`src/rtl/led_frame_arbiter_pkg.sv`:
```
// Shared definitions for the LED frame arbiter: FSM encoding, default sizing
// and the bit layout of the word handed to the LED matrix controller.
package led_frame_arbiter_pkg;

    typedef enum logic [1:0] {
        ST_IDLE = 2'd0,
        ST_LOAD = 2'd1,
        ST_GAP  = 2'd2
    } arb_state_t;

    localparam int FRAME_WORDS = 512;
    localparam int GAP_CYCLES  = 4;

    localparam int NUM_REQ = 2;
    localparam int PIX_W   = 12;
    localparam int ADR_W   = 9;
    localparam int DOUT_W  = 32;

    localparam int DOUT_ADR_LSB = 16;
    localparam int DOUT_ADR_MSB = 24;
    localparam int DOUT_PIX_LSB = 0;
    localparam int DOUT_PIX_MSB = 11;

    // Unused bits of the output word are always zero.
    function automatic logic [DOUT_W-1:0] pack_word(input logic [ADR_W-1:0] adr,
                                                    input logic [PIX_W-1:0] pix);
        logic [DOUT_W-1:0] w;
        w = '0;
        w[DOUT_ADR_MSB:DOUT_ADR_LSB] = adr;
        w[DOUT_PIX_MSB:DOUT_PIX_LSB] = pix;
        return w;
    endfunction

endpackage

```
`src/rtl/led_frame_arbiter_if.sv`:
```
// Requester-side bus of the LED frame arbiter. Requesters drive the master
// modport; the arbiter sits on the slave modport.
interface led_frame_arbiter_if;
    import led_frame_arbiter_pkg::*;

    logic [NUM_REQ-1:0]       req;
    logic [NUM_REQ-1:0]       valid;
    logic [NUM_REQ*PIX_W-1:0] pix;
    logic [NUM_REQ-1:0]       ready;
    logic [NUM_REQ-1:0]       gnt;
    logic [DOUT_W-1:0]        data_out;
    logic                     data_out_en;
    logic                     frame_done;
    logic                     abort;
    logic                     busy;

    modport master (
        output req, valid, pix,
        input  ready, gnt, data_out, data_out_en, frame_done, abort, busy
    );

    modport slave (
        input  req, valid, pix,
        output ready, gnt, data_out, data_out_en, frame_done, abort, busy
    );

endinterface

```
`src/rtl/led_rr_arb2.sv`:
```
// Two-way round-robin pick: 'pointer' names the requester that currently
// holds priority; the other one wins only when the favoured one is idle.
module led_rr_arb2 (
    input  logic [1:0] req,
    input  logic       pointer,
    output logic [1:0] grant
);

    always_comb begin
        grant = 2'b00;
        if (pointer == 1'b0) begin
            if (req[0]) begin
                grant = 2'b01;
            end else if (req[1]) begin
                grant = 2'b10;
            end
        end else begin
            if (req[1]) begin
                grant = 2'b10;
            end else if (req[0]) begin
                grant = 2'b01;
            end
        end
    end

endmodule

```
`src/rtl/led_frame_arbiter.sv`:
```
// Grants whole frame loads to one of two pixel sources and streams the
// granted source's words, tagged with their address, to the LED controller.
module led_frame_arbiter #(
    parameter int FRAME_WORDS = led_frame_arbiter_pkg::FRAME_WORDS,
    parameter int GAP_CYCLES  = led_frame_arbiter_pkg::GAP_CYCLES
) (
    input logic                clk,
    input logic                reset,
    led_frame_arbiter_if.slave bus
);
    import led_frame_arbiter_pkg::*;

    localparam int GAP_W = (GAP_CYCLES > 1) ? $clog2(GAP_CYCLES) : 1;
    localparam logic [ADR_W-1:0] LAST_ADR = ADR_W'(FRAME_WORDS - 1);
    localparam logic [GAP_W-1:0] LAST_GAP = GAP_W'(GAP_CYCLES - 1);

    arb_state_t        state_q, state_d;
    logic [1:0]        gnt_q, gnt_d;
    logic [ADR_W-1:0]  adr_q, adr_d;
    logic [GAP_W-1:0]  gap_q, gap_d;
    logic              ptr_q, ptr_d;
    logic [DOUT_W-1:0] dout_q, dout_d;
    logic              en_q, en_d;
    logic              done_q, done_d;
    logic              abort_q, abort_d;

    logic [1:0]        arb_grant;
    logic              xfer;
    logic              req_held;
    logic [PIX_W-1:0]  pix_sel;

    led_rr_arb2 u_rr (
        .req     (bus.req),
        .pointer (ptr_q),
        .grant   (arb_grant)
    );

    assign bus.ready = (state_q == ST_LOAD) ? gnt_q : 2'b00;
    assign xfer      = |(bus.valid & bus.ready);
    assign req_held  = |(bus.req & gnt_q);
    assign pix_sel   = gnt_q[1] ? bus.pix[2*PIX_W-1:PIX_W] : bus.pix[PIX_W-1:0];

    always_ff @(posedge clk) begin
        if (reset) begin
            state_q <= ST_IDLE;
            gnt_q   <= 2'b00;
            adr_q   <= '0;
            gap_q   <= '0;
            ptr_q   <= 1'b0;
            dout_q  <= '0;
            en_q    <= 1'b0;
            done_q  <= 1'b0;
            abort_q <= 1'b0;
        end else begin
            state_q <= state_d;
            gnt_q   <= gnt_d;
            adr_q   <= adr_d;
            gap_q   <= gap_d;
            ptr_q   <= ptr_d;
            dout_q  <= dout_d;
            en_q    <= en_d;
            done_q  <= done_d;
            abort_q <= abort_d;
        end
    end

    // A final transfer takes precedence over a request drop in the same
    // cycle, so a frame that completes is never reported as aborted.
    always_comb begin
        state_d = state_q;
        gnt_d   = gnt_q;
        adr_d   = adr_q;
        gap_d   = gap_q;
        ptr_d   = ptr_q;
        dout_d  = dout_q;
        en_d    = 1'b0;
        done_d  = 1'b0;
        abort_d = 1'b0;

        case (state_q)
            ST_IDLE: begin
                if (bus.req != 2'b00) begin
                    state_d = ST_LOAD;
                    gnt_d   = arb_grant;
                    adr_d   = '0;
                    ptr_d   = arb_grant[0];
                end
            end

            ST_LOAD: begin
                if (xfer) begin
                    dout_d = pack_word(adr_q, pix_sel);
                    en_d   = 1'b1;
                    adr_d  = adr_q + 1'b1;
                end
                if (xfer && (adr_q == LAST_ADR)) begin
                    state_d = ST_GAP;
                    gnt_d   = 2'b00;
                    gap_d   = '0;
                    done_d  = 1'b1;
                end else if (!req_held) begin
                    state_d = ST_GAP;
                    gnt_d   = 2'b00;
                    gap_d   = '0;
                    abort_d = 1'b1;
                end
            end

            ST_GAP: begin
                if (gap_q == LAST_GAP) begin
                    state_d = ST_IDLE;
                end else begin
                    gap_d = gap_q + 1'b1;
                end
            end

            default: begin
                state_d = ST_IDLE;
                gnt_d   = 2'b00;
            end
        endcase
    end

    assign bus.gnt         = gnt_q;
    assign bus.data_out    = dout_q;
    assign bus.data_out_en = en_q;
    assign bus.frame_done  = done_q;
    assign bus.abort       = abort_q;
    assign bus.busy        = (state_q != ST_IDLE);

endmodule

```
`src/flat_wrapper.sv`:
```
// flat-port wrapper written by rule: the top's interface ports become plain ports
module led_frame_arbiter_flat import led_frame_arbiter_pkg::*;
#(
    parameter int FRAME_WORDS = led_frame_arbiter_pkg::FRAME_WORDS,
    parameter int GAP_CYCLES  = led_frame_arbiter_pkg::GAP_CYCLES
)
  (clk, reset, bus_req, bus_valid, bus_pix, bus_ready, bus_gnt, bus_data_out, bus_data_out_en, bus_frame_done, bus_abort, bus_busy);
  led_frame_arbiter_if bus_i ();
  input logic clk;
  input logic reset;
  input wire logic [$bits(bus_i.req)-1:0] bus_req;
  input wire logic [$bits(bus_i.valid)-1:0] bus_valid;
  input wire logic [$bits(bus_i.pix)-1:0] bus_pix;
  output wire logic [$bits(bus_i.ready)-1:0] bus_ready;
  output wire logic [$bits(bus_i.gnt)-1:0] bus_gnt;
  output wire logic [$bits(bus_i.data_out)-1:0] bus_data_out;
  output wire logic [$bits(bus_i.data_out_en)-1:0] bus_data_out_en;
  output wire logic [$bits(bus_i.frame_done)-1:0] bus_frame_done;
  output wire logic [$bits(bus_i.abort)-1:0] bus_abort;
  output wire logic [$bits(bus_i.busy)-1:0] bus_busy;
  assign bus_i.req = bus_req;
  assign bus_i.valid = bus_valid;
  assign bus_i.pix = bus_pix;
  assign bus_ready = bus_i.ready;
  assign bus_gnt = bus_i.gnt;
  assign bus_data_out = bus_i.data_out;
  assign bus_data_out_en = bus_i.data_out_en;
  assign bus_frame_done = bus_i.frame_done;
  assign bus_abort = bus_i.abort;
  assign bus_busy = bus_i.busy;
  led_frame_arbiter #(.FRAME_WORDS(FRAME_WORDS), .GAP_CYCLES(GAP_CYCLES)) u_core (.clk(clk), .reset(reset), .bus(bus_i));
endmodule
```
`config.mk`:
```
export PLATFORM = sky130hd
export DESIGN_NAME = led_frame_arbiter_flat
export DESIGN_NICKNAME = d
export VERILOG_FILES = /design/src/rtl/led_frame_arbiter_pkg.sv /design/src/rtl/led_frame_arbiter_if.sv /design/src/rtl/led_rr_arb2.sv /design/src/rtl/led_frame_arbiter.sv /design/src/flat_wrapper.sv
export SDC_FILE = /design/constraint.sdc
export NUM_CORES = 1
export LEC_CHECK = 0
export CAP_MARGIN = 5
export CORE_MARGIN = 3
export CORE_UTILIZATION = 43
export DETAILED_ROUTE_END_ITERATION = 10
export GPL_TIMING_DRIVEN = 1
export MAX_ROUTING_LAYER = met4
export PLACE_DENSITY = 0.79
export SYNTH_ARGS = -nofsm -noshare
export SYNTH_HDL_FRONTEND = slang
export SYNTH_SLANG_ARGS = --single-unit
```
`constraint.sdc`:
```
create_clock -name clk -period 2.3 [get_ports clk]
set_clock_uncertainty 0.15 [all_clocks]
set_input_delay 0.23 -clock clk [delete_from_list [all_inputs] [get_ports clk]]
set_output_delay 0.23 -clock clk [all_outputs]
set_load 0.02 [all_outputs]
```
* Word level (Yosys, flattened, before mapping) *
Index checks and enable logic that the tools add are counted.

word-level totals
  register bits after elaboration = 40
  word-level logic and storage cells = 64
  output and inout port bits = 40
  input bits = 30

operators by class
  reduce and logical (&&, ||, !) cells = 16
  muxes and demuxes = 24
  equality and inequality tests = 9
  bitwise logic cells = 4
  add/sub/neg operators = 2

operator list
  cell                                                                   count
  2-bit two-way mux                                                      13
  9-bit two-way mux                                                      2
  9-bit one-hot mux with 2 select lines                                  1
  12-bit two-way mux                                                     1
  2-bit one-hot mux with 3 select lines                                  2
  3-bit AND reduction                                                    4
  9-bit by 1-bit adder with 9-bit output, second input constant          1
  9-bit equality test, second input constant                             1
  2-bit nonzero test                                                     4
  2-bit by 1-bit != test with 1-bit output, second input constant        3
  2-bit OR reduction                                                     3
  2-bit bitwise AND                                                      2
  2-bit equality test, second input constant                             2
  1-bit two-way mux                                                      4
  2-bit one-hot mux with 2 select lines                                  1
  2-bit AND reduction                                                    2
  3-bit != test, second input constant                                   1
  3-bit OR reduction                                                     1
  2-bit by 1-bit adder with 2-bit output, second input constant          1
  2-bit by 1-bit equality test with 1-bit output, second input constant  1
  2-bit zero test                                                        1
  2-bit != test, second input constant                                   1
  1-bit NOT                                                              2
  1-bit logical AND                                                      1

* Depth between registers and ports, before layout *
Gate-level depths: netlist of the first run.

  depth in word-level cells = 7
  depth in mapped cells = 7
  gate-level depth less buffers = 7

* By module *
Synthesis of the first run repeated with hierarchy kept, for this count alone.

second synthesis, totals
  cells, all modules = 221
  area, all modules = 2014.4 um^2

by module, submodules not included
  module             times used  cells an instance  area each (um^2)  sequential area each (um^2)
  led_frame_arbiter  1           218                1995.7            800.8
  led_rr_arb2        1           3                  18.8              0.0

* Worst setup path before layout of the first run *
Ideal clock, no wire load.

  path type = reg-to-output
  from = register u_core.gnt_q[1], in the netlist u_core.bus.gnt[1]
  to = output port bus_ready[1]
  path buffers = 2
  slack = 581 ps
  cell stages (with the launch flop) = 4
  data required time = 1920 ps
  arrival time = 1339 ps
  path through = dfxtp_1 buf_4 clkbuf_1 and2_1

on the way
  longest elaborated chain between the ends = 1

ends and longest elaborated chain
  what                    RTL line                 text
  start, declared         led_frame_arbiter.sv:18  logic [1:0] gnt_q, gnt_d;
  start signal, assigned  led_frame_arbiter.sv:56  gnt_q <= gnt_d;
  2-bit two-way mux       led_frame_arbiter.sv:38  assign bus.ready = (state_q == ST_LOAD) ? gnt_q : 2'b00;
  end, declared           flat_wrapper.sv:14       output wire logic [$bits(bus_i.ready)-1:0] bus_ready;

Every way passes these cells.

* Worst setup path in the final report of the first run *
  from = register u_core.state_q[0]
  to = output port bus_ready[0]

on the way
  longest elaborated chain between the ends = 2

ends and longest elaborated chain
  what                                            RTL line                 text
  start, declared                                 led_frame_arbiter.sv:17  arb_state_t state_q, state_d;
  start signal, assigned                          led_frame_arbiter.sv:55  state_q <= state_d;
  2-bit by 1-bit equality test with 1-bit output  led_frame_arbiter.sv:38
  2-bit two-way mux                               led_frame_arbiter.sv:38

Every way passes these cells.

==> summary.txt, run 1 <==
Run status
  • Status: complete, no violations

Clocking
  • Maximum clock insertion buffer count: 2
  • Clock-pin transition on the worst setup and hold timing paths: 0.07 ns
  • Number of setup buffers added after CTS: 0
  • Clock Latency Late Sink: 0.29 ns
  • Sink count of the clock tree: 40
  • CTS tree: yes
  • Depth of the CTS H-tree: 2
  • TritonCTS Buffers: 5
  • Root Buffer: clkbuf_8

Critical path
  • CP Cell Sequence: and2b_2, and2_1, clkdlybuf4s50_1
  • Largest stage delay, worst path: 0.61 ns
  • CP top delay family: buffers and inverters
  • Setup slack, reg-to-reg: 0.48 ns
  • Worst EP arrival: 1.77 ns
  • R2R cell count: 4
  • CP Capture Type: output port
  • Crit path kind: reg2out
  • R2r endpoint: u_core.adr_q[7]
  • CP max FO: 13
  • Launching point of the worst reg2reg path: u_core.state_q[0]
  • Critical Path RT: 1.92 ns
  • Slowest-stage cell, CP: clkdlybuf4s50_1
  • Startpoint Class: flop
  • WP buf/inv: 1

Layout
  • Area Overhead vs Synth: 38.4%
  • Fillers: 381
  • Ant. Diodes: 0
  • Share of cells above drive strength 1: 0.0684
  • Final Cell Area: 2490 um^2
  • Final nets: 295

Logic synthesis
  • Post-synthesis sequential area ratio: 0.445
  • Biggest area consumer among synthesized cells: dfxtp_1
  • YS warnings: 0
  • Mapped Cells: 206
  • Synth cell types: 35
  • Main area contributors after synthesis: dfxtp_1 (45%), mux2i_1 (7.8%), nand2_1 (5.4%)
  • Count leader, synth: dfxtp_1
  • Area share of the largest cell type after synthesis: 0.445
  • Synth cell count leaders: dfxtp_1 (40), nand2_1 (26), a21oi_1 (19), nor2_1 (19), mux2i_1 (14)
  • #FFs+latches synth: 40
  • Synth Flop Type: dfxtp_1
  • Post-synth EDFFs: 0
  • Avg Inst Size Synth: 8.73 um^2
  • Mapped cell area: 1800 um^2
  • Ys async rst share: 0

STA
  • Final worst path period share: 0.933
  • Slew @ Worst Pin: 0.525 ns
  • Final worst-path setup slack: 0.154 ns
  • Clock period minus worst slack: 2.15 ns
  • Worst hold slack: 0.307 ns
  • Fin Setup TNS: 0 ns
  • RSZ-0062 raised after global routing: false
  • Max frequency: 466 MHz
  • Hold Vio Cnt, Final: 0
  • Slew HR: 0.650
  • Max-slew violation count: 0
  • Setup Viol. Count Final: 0

Drt
  • Vias per cell: 5.07
  • Via count: 1,576
  • Antenna viol nets, final: 0
  • Post-route DRC: 0
  • Final wirelength: 4020 um
  • First-iteration detailed-routing DRC count: 70
  • DR pass1 iterations: 4
  • Wire per inst: 12.9 um

Placed design
  • HPWL after DPL: 3030 um
  • Routability congestion estimate from global placement: 0.796
  • Pre-CTS setup slack: 0.278 ns
  • Placed inst area: 2380 um^2
  • I/O Buffers: 58

Hold path
  • HP Start: u_core.bus.data_out[21]
  • Worst Hold Path EP: u_core.bus.data_out[21]
  • Hold Crit Class: reg2reg
  • Worst Hold Depth: 2

Global route
  • Initial antenna violation count: 0
  • Grt ovf: 0
  • Total track usage: 0.166
  • Vias in the first global route: 1,483
  • Largest net degree at the start of global routing: 26
  • First-pass GRT wire length: 6600 um

Floorplan
  • Initial core utilization: 0.467
  • Die ar.: 4990 um^2
  • I/O pin count: 70
  • Die height: 70.7 um
  • Core Footprint: 3850 um^2
  • Row Count: 22
  • Die width: 70.7 um

Power
  • Power density over the cells: 654 nW/um^2
  • Worst VDD drop: 0.378 mV
  • Lkg Pwr: 0.000875 uW
  • Pwr Total: 1630 uW

Flow run
  • Max-Cap Viols: 0
-- metrics by stage --
stage	cells	utilization
after floorplan	216	-
after global placement	303	0.618
after detailed placement	303	0.618
after CTS	311	0.645
after global routing	311	0.646
final	311	0.646
-- layout by cell type, fill, tap and decap left out, drive strengths merged, types with 11 or more instances in the layout --
master,instances
clkdlybuf4s50,58
dfxtp,40
nand2,26
nor2,20
a21oi,19
mux2i,14
a211oi,12
conb,11
-- worst max-delay path by stage --
stage,from,end,slack [ns],depth (start not counted)
after global placement,bus_req[0],u_core.adr_q[7],0.31,5
after floorplan,u_core.bus.gnt[1],bus_ready[1],0.58,3
after global routing,u_core.state_q[0],bus_ready[0],0.05,3
after CTS,u_core.state_q[0],bus_ready[0],0.02,3
final,u_core.state_q[0],bus_ready[0],0.15,3
after detailed placement,bus_req[0],u_core.adr_q[4],0.28,5
-- tightest hold or removal path, cell delays in order (launching register included) --
cell     delay [ns]
dfxtp_1        0.31
nand2_1        0.05
a21oi_1        0.05
-- sequential cells by signal, indices dropped and copies added (netlist names) --
register	flops
u_core.adr_q	9
u_core.bus.abort	1
u_core.bus.data_out	21
u_core.bus.data_out_en	1
u_core.bus.frame_done	1
u_core.bus.gnt	2
u_core.gap_q	2
u_core.ptr_q	1
u_core.state_q	2
-- routing by layer --
metal / wire [um] / GRT usage / share of wire
met5: 0 / - / 0
met4: 48 / 0.0438 / 0.012
met3: 258 / 0.0511 / 0.064
met2: 1920 / 0.271 / 0.48
met1: 1790 / 0.199 / 0.45
-- kinds of logic after synthesis --
group                      Yosys count  synth area share
AOI/OAI and AO/OA                   45             0.162
muxes                               14            0.0779
other                                1           0.00209
and+or+nand+nor                     77             0.203
DFF                                 40             0.445
xor gates and xnor gates             2           0.00974
adders and majority gates            3            0.0209
buffers and inverters               24            0.0793
-- area by class of cell --
type | instances | area (um^2) | area share
clock buffer | 6 | 72.6 | 0.0292
clock inverter | 2 | 35.0 | 0.0141
inverter | 1 | 3.75 | 0.00151
multi-input combinational | 152 | 893 | 0.359
sequential | 40 | 801 | 0.322
tap | 48 | 60.1 | 0.0241
timing repair buffer | 62 | 623 | 0.250
-- report_power, final --
| part | switching (uW) | internal [uW] |
|---|---|---|
| logic | 172 | 153 |
| registers | 22.7 | 721 |
| clock network | 236 | 322 |
-- what timing repair did --
action,4_1_cts,5_1_grt
gates resized for setup,0,1
hold buffers,0,0
setup endpoints to repair,0,2
(Power assumes the default switching activity.)
==> run 2: changes to the inputs <==
CAP_MARGIN = 20   (was 5)
==> results of run 2 <==
The final DEF is identical to that of run 1; final timing and power are the same.
==> run 3: changes to the inputs <==
ABC_AREA = 1   (was unset)
==> run 3 against run 2 <==
  * Global-route usage is 0.55 points higher
  * Critical path type unchanged
  * Critical endpoint is now bus_ready[1]
  * Setup slack better by 0.074 ns
  * Largest power group unchanged
  * Highest routed layer unchanged
  * Count of clock-buffer cells in the layout is 1 lower
==> summary.txt, run 3 <==
Run status
  • Status: complete, no violations

Drt
  • Via count: 1,765 (+12%)
  • Wire per inst: 11.5 um (-11%)
  • Metal1 wirelength: 1800 um (+0.56%)
  • Max layer used: met4
  • DR pass1 iterations: 4 (unchanged)
  • First-iteration detailed-routing DRC count: 102 (+46%)
  • Antenna viol nets, final: 0 (unchanged)
  • Post-route DRC: 0 (unchanged)
  • Met2 wire length: 2040 um (+6.6%)
  • Final wirelength: 4140 um (+3.0%)
  • Metal3 WL: 229 um (-11%)
  • Vias per cell: 4.90 (-3.3%)

Clocking
  • Cts repair resizes: 0 (unchanged)
  • Maximum clock insertion buffer count: 2 (unchanged)
  • CTS tree: yes
  • Depth of the CTS H-tree: 2 (unchanged)
  • Sink count of the clock tree: 40 (unchanged)
  • Root Buffer: clkbuf_8
  • Hold buffer count at cts: 0 (unchanged)
  • Clock-pin transition on the worst setup and hold timing paths: 0.08 ns (about the same)
  • Clock Latency Late Sink: 0.29 ns (about the same)
  • TritonCTS Buffers: 5 (unchanged)
  • Number of setup buffers added after CTS: 0 (unchanged)

Global route
  • Grt ovf: 0 (unchanged)
  • First-pass GRT wire length: 6760 um (+2.3%)
  • Largest net degree at the start of global routing: 27 (+3.8%)
  • Total track usage: 0.172 (+0.00553)
  • Initial antenna violation count: 0 (unchanged)
  • Vias in the first global route: 1,536 (+3.6%)

Logic synthesis
  • Biggest area consumer among synthesized cells: dfxtp_1
  • Main area contributors after synthesis: dfxtp_1 (44%), nand2_1 (11%), o21ai_0 (7.7%)
  • YS warnings: 0 (unchanged)
  • Synth cell types: 22 (-37%)
  • Synth cell count leaders: nand2_1 (52), dfxtp_1 (40), nor2_1 (31), o21ai_0 (28), inv_1 (18)
  • Post-synth EDFFs: 0 (unchanged)
  • Area share of the largest cell type after synthesis: 0.441 (-0.00460)
  • Mapped Cells: 249 (+21%)
  • Post-synthesis sequential area ratio: 0.441 (-0.00460)
  • Synth Flop Type: dfxtp_1
  • Mapped cell area: 1820 um^2 (+1.0%)
  • Count leader, synth: nand2_1
  • Avg Inst Size Synth: 7.30 um^2 (-16%)
  • Ys async rst share: 0 (unchanged)
  • #FFs+latches synth: 40 (unchanged)

Critical path
  • Worst EP arrival: 1.69 ns (-0.08 ns)
  • CP max FO: 14 (+1)
  • Critical Path RT: 1.92 ns (about the same)
  • CP Capture Type: output port
  • Crit path kind: reg2out
  • Startpoint Class: flop

Layout
  • Final design utilization: 0.626 (-0.0197)
  • Ant. Diodes: 0 (unchanged)
  • Max reg flops: 21 (unchanged)
  • Area Overhead vs Synth: 38.8%
  • Final Cell Area: 2520 um^2 (+1.4%)
  • Most frequent cells in the layout: clkdlybuf4s50_1 (58), nand2_1 (52), dfxtp_1 (40)
  • Non-Filler Instances: 360 (+16%)
  • Final nets: 342 (+16%)
  • Fillers: 386 (+1.3%)
  • Most common cell after layout, fill and taps aside: clkdlybuf4s50_1
  • Share of cells above drive strength 1: 0.0774 (+0.00898)

Floorplan
  • Initial core utilization: 0.451 (-0.0156)
  • I/O pin count: 70 (unchanged)
  • Row Count: 23 (+4.5%)
  • Die ar.: 5040 um^2 (+0.95%)
  • Core Footprint: 4030 um^2 (+4.5%)
  • Die height: 71 um (+0.47%)
  • Die width: 71 um (+0.47%)

STA
  • Worst hold slack: 0.323 ns (+0.0162 ns)
  • Max-slew violation count: 0 (unchanged)
  • Hold Vio Cnt, Final: 0 (unchanged)
  • Setup Viol. Count Final: 0 (unchanged)
  • Max frequency: 482 MHz (+3.6%)
  • Clock period minus worst slack: 2.07 ns (-0.0736 ns)
  • Fin Setup TNS: 0 ns (unchanged)
  • Slew @ Worst Pin: 0.485 ns (-0.0401 ns)
  • Final worst path period share: 0.901 (-0.0320)
  • RSZ-0062 raised after global routing: false
  • Slew HR: 0.674 (+0.0234)

Placed design
  • Routability congestion estimate from global placement: 0.841 (+5.7%)
  • Placed inst area: 2410 um^2 (+1.3%)
  • HPWL after DPL: 3110 um (+2.7%)
  • Placed cell count: 352 (+16%)
  • I/O Buffers: 58 (unchanged)

Flow run
  • Max-Cap Viols: 0 (unchanged)

Power
  • Worst VDD drop: 0.351 mV (-7.1%)
  • Power density over the cells: 697 nW/um^2 (+6.6%)
  • Lkg Pwr: 0.00105 uW (+20%)

Hold path
  • Hold Crit Class: reg2reg
run 3: power by group:
group | internal, uW | switching (uW) | leakage, uW | total (uW)
combinational | 179 | 242 | 0.000672 | 420
clock | 321 | 247 | 0.0000541 | 568
sequential | 739 | 30.2 | 0.000325 | 769
total | 1240 | 519 | 0.00105 | 1760
run 3: per-layer routing:
| layer | GRT usage | vias up |
|---|---|---|
| met4 | 0.0647 | 0 |
| met1 | 0.204 | 808 |
| met3 | 0.0440 | 5 |
| li1 | - | 907 |
| met5 | - | - |
| met2 | 0.279 | 45 |
run 3: critical path, stage by stage, from the launching register on:
cell and delay [ns]:
dfxtp_1 0.39, inv_1 0.23, nor2_1 0.16, clkdlybuf4s50_1 0.61
run 3: kinds of logic (layout without fill, tap and decap cells):
logic type,after synthesis,count (layout),synth area share
buf+inv,40,91,0.107
other cells,1,11,0.00206
fa+ha+maj,3,3,0.0207
compound gates,56,56,0.164
flops,40,40,0.441
simple gates,109,109,0.265
run 3: final cells by class:
cell class	instances	area, um^2	share of cell area
Clock buffer	5	68.8	0.0273
Clock inverter	3	42.5	0.0169
Inverter	21	78.8	0.0312
Multi-Input combinational cell	179	858	0.340
Sequential cell	40	801	0.317
Tap cell	50	62.6	0.0248
Timing Repair Buffer	62	611	0.242
run 3: metrics by stage:
step                setup slack, ns  total power, uW
global route                  0.122             1840
floorplan                     0.652             1040
CTS                           0.206             1770
finish                        0.227             1760
detailed placement            0.396             1210
global placement              0.467             1200
run 3: path summary, 6_finish.rpt:
check | start | end | slack [ns] | depth (start not counted)
setup / recovery | u_core.bus.gnt[1] | bus_ready[1] | 0.23 | 3
hold / removal | u_core.ptr_q | u_core.ptr_q | 0.32 | 2
setup reg to reg | u_core.adr_q[1] | u_core.bus.gnt[1] | 0.38 | 11
hold reg to reg | u_core.ptr_q | u_core.ptr_q | 0.32 | 2
